===== src/rtl/round_ctrl_if.sv =====
// Signal bundle between the round sequencer and the buttons, tick source,
// stopwatch and display datapath.
interface round_ctrl_if;
    logic       tick_1hz;
    logic       btn_start;
    logic       btn_pause;
    logic       hit;
    logic [3:0] sw_small;
    logic [2:0] sw_big;
    logic       sw_rst;
    logic       sw_pause;
    logic       play_en;
    logic [1:0] cd_val;
    logic [2:0] state;
    logic [3:0] score_lo;
    logic [3:0] score_hi;
    logic       round_done;

    modport slave (
        input  tick_1hz, btn_start, btn_pause, hit, sw_small, sw_big,
        output sw_rst, sw_pause, play_en, cd_val, state, score_lo, score_hi, round_done
    );

    modport master (
        output tick_1hz, btn_start, btn_pause, hit, sw_small, sw_big,
        input  sw_rst, sw_pause, play_en, cd_val, state, score_lo, score_hi, round_done
    );
endinterface


===== src/rtl/round_ctrl.sv =====
// Whack-a-mole round sequencer: start countdown, play/pause gating of the
// stopwatch, round-end detection and a saturating two-digit BCD score.
module round_ctrl #(
    parameter int ROUND_BIG   = 3,
    parameter int ROUND_SMALL = 0,
    parameter int CD_START    = 3
) (
    input  logic        clk,
    input  logic        rst,
    round_ctrl_if.slave bus
);
    localparam logic [2:0] S_IDLE   = 3'd0;
    localparam logic [2:0] S_CD     = 3'd1;
    localparam logic [2:0] S_PLAY   = 3'd2;
    localparam logic [2:0] S_PAUSED = 3'd3;
    localparam logic [2:0] S_OVER   = 3'd4;

    logic [2:0] state_q, state_d;
    logic [1:0] cd_q, cd_d;
    logic [3:0] lo_q, lo_d, hi_q, hi_d;
    logic       sw_rst_q, sw_rst_d;
    logic       sw_pause_q, sw_pause_d;
    logic       play_en_q, play_en_d;
    logic       done_q, done_d;
    logic       limit;

    assign limit = (bus.sw_big > 3'(ROUND_BIG)) ||
                   ((bus.sw_big == 3'(ROUND_BIG)) && (bus.sw_small >= 4'(ROUND_SMALL)));

    // State register plus all registered outputs.
    always_ff @(posedge clk) begin
        if (rst) begin
            state_q    <= S_IDLE;
            cd_q       <= 2'd0;
            lo_q       <= 4'd0;
            hi_q       <= 4'd0;
            sw_rst_q   <= 1'b1;
            sw_pause_q <= 1'b1;
            play_en_q  <= 1'b0;
            done_q     <= 1'b0;
        end else begin
            state_q    <= state_d;
            cd_q       <= cd_d;
            lo_q       <= lo_d;
            hi_q       <= hi_d;
            sw_rst_q   <= sw_rst_d;
            sw_pause_q <= sw_pause_d;
            play_en_q  <= play_en_d;
            done_q     <= done_d;
        end
    end

    // Next-state logic; limit beats pause, start beats pause.
    always_comb begin
        state_d = state_q;
        case (state_q)
            S_IDLE:   if (bus.btn_start) state_d = S_CD;
            S_CD:     if (bus.tick_1hz && cd_q == 2'd1) state_d = S_PLAY;
            S_PLAY: begin
                if (limit)              state_d = S_OVER;
                else if (bus.btn_pause) state_d = S_PAUSED;
            end
            S_PAUSED: begin
                if (bus.btn_start)      state_d = S_IDLE;
                else if (bus.btn_pause) state_d = S_PLAY;
            end
            S_OVER:   if (bus.btn_start) state_d = S_CD;
            default:  state_d = S_IDLE;
        endcase
    end

    // Countdown digit and score datapath.
    always_comb begin
        cd_d = cd_q;
        lo_d = lo_q;
        hi_d = hi_q;
        case (state_q)
            S_IDLE, S_OVER: begin
                if (bus.btn_start) begin
                    cd_d = 2'(CD_START);
                    lo_d = 4'd0;
                    hi_d = 4'd0;
                end
            end
            S_CD: if (bus.tick_1hz) cd_d = cd_q - 2'd1;
            S_PLAY: begin
                if (bus.hit && !(hi_q == 4'd9 && lo_q == 4'd9)) begin
                    if (lo_q == 4'd9) begin
                        lo_d = 4'd0;
                        hi_d = hi_q + 4'd1;
                    end else begin
                        lo_d = lo_q + 4'd1;
                    end
                end
            end
            S_PAUSED: ;
            default: begin
                // Illegal code: behave like a reset.
                cd_d = 2'd0;
                lo_d = 4'd0;
                hi_d = 4'd0;
            end
        endcase
    end

    // Moore outputs decoded from the next state so they register alongside it.
    always_comb begin
        sw_rst_d   = (state_d == S_IDLE) || (state_d == S_CD);
        sw_pause_d = (state_d != S_PLAY);
        play_en_d  = (state_d == S_PLAY);
        done_d     = (state_q == S_PLAY) && (state_d == S_OVER);
    end

    assign bus.state      = state_q;
    assign bus.cd_val     = cd_q;
    assign bus.score_lo   = lo_q;
    assign bus.score_hi   = hi_q;
    assign bus.sw_rst     = sw_rst_q;
    assign bus.sw_pause   = sw_pause_q;
    assign bus.play_en    = play_en_q;
    assign bus.round_done = done_q;
endmodule


===== src/flat_wrapper.sv =====
// flat-port wrapper written by rule: the top's interface ports become plain ports
module round_ctrl_flat 
#(
    parameter int ROUND_BIG   = 3,
    parameter int ROUND_SMALL = 0,
    parameter int CD_START    = 3
)
  (clk, rst, bus_tick_1hz, bus_btn_start, bus_btn_pause, bus_hit, bus_sw_small, bus_sw_big, bus_sw_rst, bus_sw_pause, bus_play_en, bus_cd_val, bus_state, bus_score_lo, bus_score_hi, bus_round_done);
  round_ctrl_if bus_i ();
  input  logic clk;
  input  logic rst;
  input wire logic [$bits(bus_i.tick_1hz)-1:0] bus_tick_1hz;
  input wire logic [$bits(bus_i.btn_start)-1:0] bus_btn_start;
  input wire logic [$bits(bus_i.btn_pause)-1:0] bus_btn_pause;
  input wire logic [$bits(bus_i.hit)-1:0] bus_hit;
  input wire logic [$bits(bus_i.sw_small)-1:0] bus_sw_small;
  input wire logic [$bits(bus_i.sw_big)-1:0] bus_sw_big;
  output wire logic [$bits(bus_i.sw_rst)-1:0] bus_sw_rst;
  output wire logic [$bits(bus_i.sw_pause)-1:0] bus_sw_pause;
  output wire logic [$bits(bus_i.play_en)-1:0] bus_play_en;
  output wire logic [$bits(bus_i.cd_val)-1:0] bus_cd_val;
  output wire logic [$bits(bus_i.state)-1:0] bus_state;
  output wire logic [$bits(bus_i.score_lo)-1:0] bus_score_lo;
  output wire logic [$bits(bus_i.score_hi)-1:0] bus_score_hi;
  output wire logic [$bits(bus_i.round_done)-1:0] bus_round_done;
  assign bus_i.tick_1hz = bus_tick_1hz;
  assign bus_i.btn_start = bus_btn_start;
  assign bus_i.btn_pause = bus_btn_pause;
  assign bus_i.hit = bus_hit;
  assign bus_i.sw_small = bus_sw_small;
  assign bus_i.sw_big = bus_sw_big;
  assign bus_sw_rst = bus_i.sw_rst;
  assign bus_sw_pause = bus_i.sw_pause;
  assign bus_play_en = bus_i.play_en;
  assign bus_cd_val = bus_i.cd_val;
  assign bus_state = bus_i.state;
  assign bus_score_lo = bus_i.score_lo;
  assign bus_score_hi = bus_i.score_hi;
  assign bus_round_done = bus_i.round_done;
  round_ctrl #(.ROUND_BIG(ROUND_BIG), .ROUND_SMALL(ROUND_SMALL), .CD_START(CD_START)) u_core (.clk(clk), .rst(rst), .bus(bus_i));
endmodule

===== config.mk =====
export PLATFORM = sky130hd
export DESIGN_NAME = round_ctrl_flat
export DESIGN_NICKNAME = d
export VERILOG_FILES = /design/src/rtl/round_ctrl_if.sv /design/src/rtl/round_ctrl.sv /design/src/flat_wrapper.sv
export SDC_FILE = /design/constraint.sdc
export NUM_CORES = 1
export LEC_CHECK = 0
export CAP_MARGIN = 20
export CORE_MARGIN = 2
export CORE_UTILIZATION = 44
export CTS_CLUSTER_DIAMETER = 40
export DETAILED_ROUTE_END_ITERATION = 7
export PLACE_DENSITY = 0.77
export SLEW_MARGIN = 5
export SYNTH_ARGS = -nofsm -noshare
export SYNTH_HDL_FRONTEND = slang
export SYNTH_SLANG_ARGS = --single-unit

===== constraint.sdc =====
create_clock -name clk -period 2.15 [get_ports clk]
set_clock_uncertainty 0.15 [all_clocks]
set_input_delay 0.3225 -clock clk [delete_from_list [all_inputs] [get_ports clk]]
set_output_delay 0.3225 -clock clk [all_outputs]
set_load 0.005 [all_outputs]

==> impl_metrics.ini <==
[power_and_ir_drop]
p_switching_w = 0.0001638
ir_worst_vdd_mv = 0.4114
leakagePower_nw = 0.4989
power.share.clock_pct = 27.2
swShare_pct = 26.54
p_int_w = 0.0004533
p_per_area_nw_per_um2 = 503.8
seq_power_share_pct = 54.3
combPwrFrac_pct = 18.5

[timing]
max_freq_ghz = 0.5120
hold_viol = 0
fin_crit_sh_pct = 90.84
worstMarginPinSlew_ns = 0.4457
rsz0062_at_grt = false
drv_slew = 0
timing.final.crit_period_ns = 1.953
relSlewSlack_pct = 70.25
final.setup.tns_ns = 0
setup_violations = 0
layout_setup_ws_ns = 0.1969

[layout]
diodes = 0
syn_to_final_growth_pct = 32.66
fin_nets = 149
layout-drive-gt1-share_pct = 10.00

[route]
vias = 850
drt-wirelength-per-cell_um = 12.96
routed_wl_um = 2034
firstDrtPassIters = 4
drcViolationCount = 0
post_drt_via_cell_ratio = 5.414
drt_iter0_markers = 16
final_antenna_net_count = 0

[setup_path]
path_delay_family = flip-flops
cp_slowest_cell = dfxtp_1
arrival_ns = 1.48
cp-end-kind = output port
critPathKind = reg -> out
critical_path_buf_inv_count = 1
critPathMaxFanout = 13
path_cells = clkdlybuf4s50_1
start_kind = register
cp_data_required_time_ns = 1.68
crit_path_max_incr_delay_ns = 0.61

[die]
die_area_um2 = 2481
coreArea_um2 = 1962
io_pins = 30
std_cell_rows = 16
die_w_um = 49.81
initial_core_util_pct = 47.07
die_h_um = 49.81

[yosys]
netlist_instances = 103
seq_area_frac_synth_pct = 36.86
synth_area_per_cell_um2 = 8.965
synth_edf_count = 0
ys_types = 34
async_flop_share_pct = 0
ys_warn_count = 0
syn-cell-area_um2 = 923.4
synth_seq_cells = 17
synth-main-ff-cell = dfxtp_1
synthesis.nets = 121

[clock_network]
cts_setup_buffers = 0
htreeDepth = 1
path_clk_slew_ns = 0.09
cts_tree = done
cts_buffers = 3
cts.sinks = 17
cts_root_buffer = clkbuf_4
cts_hold_buffers = 0
clk_latency_ns = 0.28
cts.path.max_buffers = 2
ctsResizeCount = 0

[global_route]
grt_max_degree = 14
grt.overflow.total = 0
grt_first_pass_wirelength_um = 3512
antenna_found_initial = 0
first_global_vias = 782
track_usage_pct = 18.15

[worst_hold_path]
holdCritPathClass = reg -> reg

[place]
post-dp-hpwl_um = 1570
place_ws_ns = 0.1186
io_buffers = 25
gp_congestion = 0.7666

[job]
maxCapViolCount = 0

[run_status]
status = completed
==> layout make-up <==
type | instances | area (µm²)
Clock buffer | 4 | 26.28
Fill cell | 198 | 737.0
Inverter | 8 | 30.03
Multi-Input combinational cell | 74 | 529.3
Sequential cell | 17 | 340.3
Tap cell | 27 | 33.78
Timing Repair Buffer | 27 | 265.3
==> power by group through the flow <==
| stage | Sequential (W) | Combinational (W) | Clock, W |
|---|---|---|---|
| floorplan | 0.000337 | 0.0000704 | 0 |
| global placement | 0.000342 | 0.000110 | 0 |
| detailed placement | 0.000343 | 0.000114 | 0 |
| CTS | 0.000335 | 0.000114 | 0.000173 |
| global route | 0.000338 | 0.000126 | 0.000188 |
| finish | 0.000335 | 0.000114 | 0.000168 |
==> metrics by stage <==
| step | power (W) | cells | area, µm² | hold WS (ns) | utilization, % |
|---|---|---|---|---|---|
| CTS | 0.0006225 | 157 | 1225 | 0.3586 | 62.44 |
| detailed placement | 0.0004564 | 153 | 1199 | 0.3433 | 61.10 |
| floorplan | 0.0004074 | 103 | 923.4 | 0.2533 | - |
| global placement | 0.0004523 | 153 | 1199 | 0.3298 | 61.10 |
| global route | 0.0006521 | 157 | 1225 | 0.4329 | 62.44 |
| finish | 0.0006171 | 157 | 1225 | 0.3532 | 62.44 |
==> cells in the mapped netlist, types with 2 or more instances <==
cell type	n	area, µm²
a211oi_2	3	37.54
a21oi_1	7	35.03
a31oi_1	2	12.51
a32o_1	2	20.02
buf_4	2	15.01
dfxtp_1	17	340.3
ha_1	5	62.56
inv_1	6	22.52
inv_2	2	7.510
mux2i_1	5	50.05
nand2_1	6	22.52
nand2b_1	5	31.28
nand3_1	2	10.01
nand4_1	3	18.77
nor2_1	11	41.29
nor3_1	3	15.01
nor4b_1	2	17.52
o21ai_1	3	15.01
o221a_1	2	22.52
==> routing by layer <==
metal  wire, µm  vias up  global-route usage [%]  share of wire [%]
met5          0        -                       0                  0
li1           -      426                       -                  -
met2       1035       19                   31.56                 51
met1        910      401                   22.74                 45
met4         20        0                   5.556               0.98
met3         68        4                   3.030                3.3
==> cell families after synthesis <==
family	share of synthesized area (%)
and+or+nand+nor	25.88
buffers and inverters	5.825
AOI/OAI and AO/OA	19.24
DFF	36.86
adders and majority gates	6.775
muxes	5.420
==> cell usage in the layout, fill, tap and decap left out, types with 2 or more instances in the layout <==
cell type,instances
a21oi_1,7
mux2i_1,5
ha_1,5
nor4b_1,2
o221a_1,2
nand2_1,6
inv_2,2
dfxtp_1,17
nand4_1,3
clkdlybuf4s50_1,25
clkbuf_4,3
inv_1,6
nand3_1,2
o21ai_1,3
a31oi_1,2
buf_4,2
nor3_1,3
a32o_1,2
a211oi_2,3
nor2_1,11
nand2b_1,5
==> sequential cells by signal, indices dropped and copies added (netlist names) <==
name / flops
u_core.bus.score_hi: 4
u_core.bus.score_lo: 4
u_core.bus.state: 3
u_core.bus.cd_val: 2
u_core.bus.play_en: 1
u_core.bus.round_done: 1
u_core.bus.sw_pause: 1
u_core.bus.sw_rst: 1
==> final timing paths <==
| check | from | to | slack [ns] | cells past startpoint |
|---|---|---|---|---|
| max reg2reg | u_core.bus.score_lo[0]$_SDFFE_PP0P_ | u_core.bus.score_hi[3]$_SDFFE_PP0P_ | 0.23 | 6 |
| min reg2reg | u_core.bus.score_hi[3]$_SDFFE_PP0P_ | u_core.bus.score_hi[3]$_SDFFE_PP0P_ | 0.35 | 2 |
| min | u_core.bus.score_hi[3]$_SDFFE_PP0P_ | u_core.bus.score_hi[3]$_SDFFE_PP0P_ | 0.35 | 2 |
| max | u_core.bus.state[1]$_SDFF_PP0_ | bus_state[1] | 0.20 | 1 |
No activity file was read; power rests on OpenSTA's default activity.
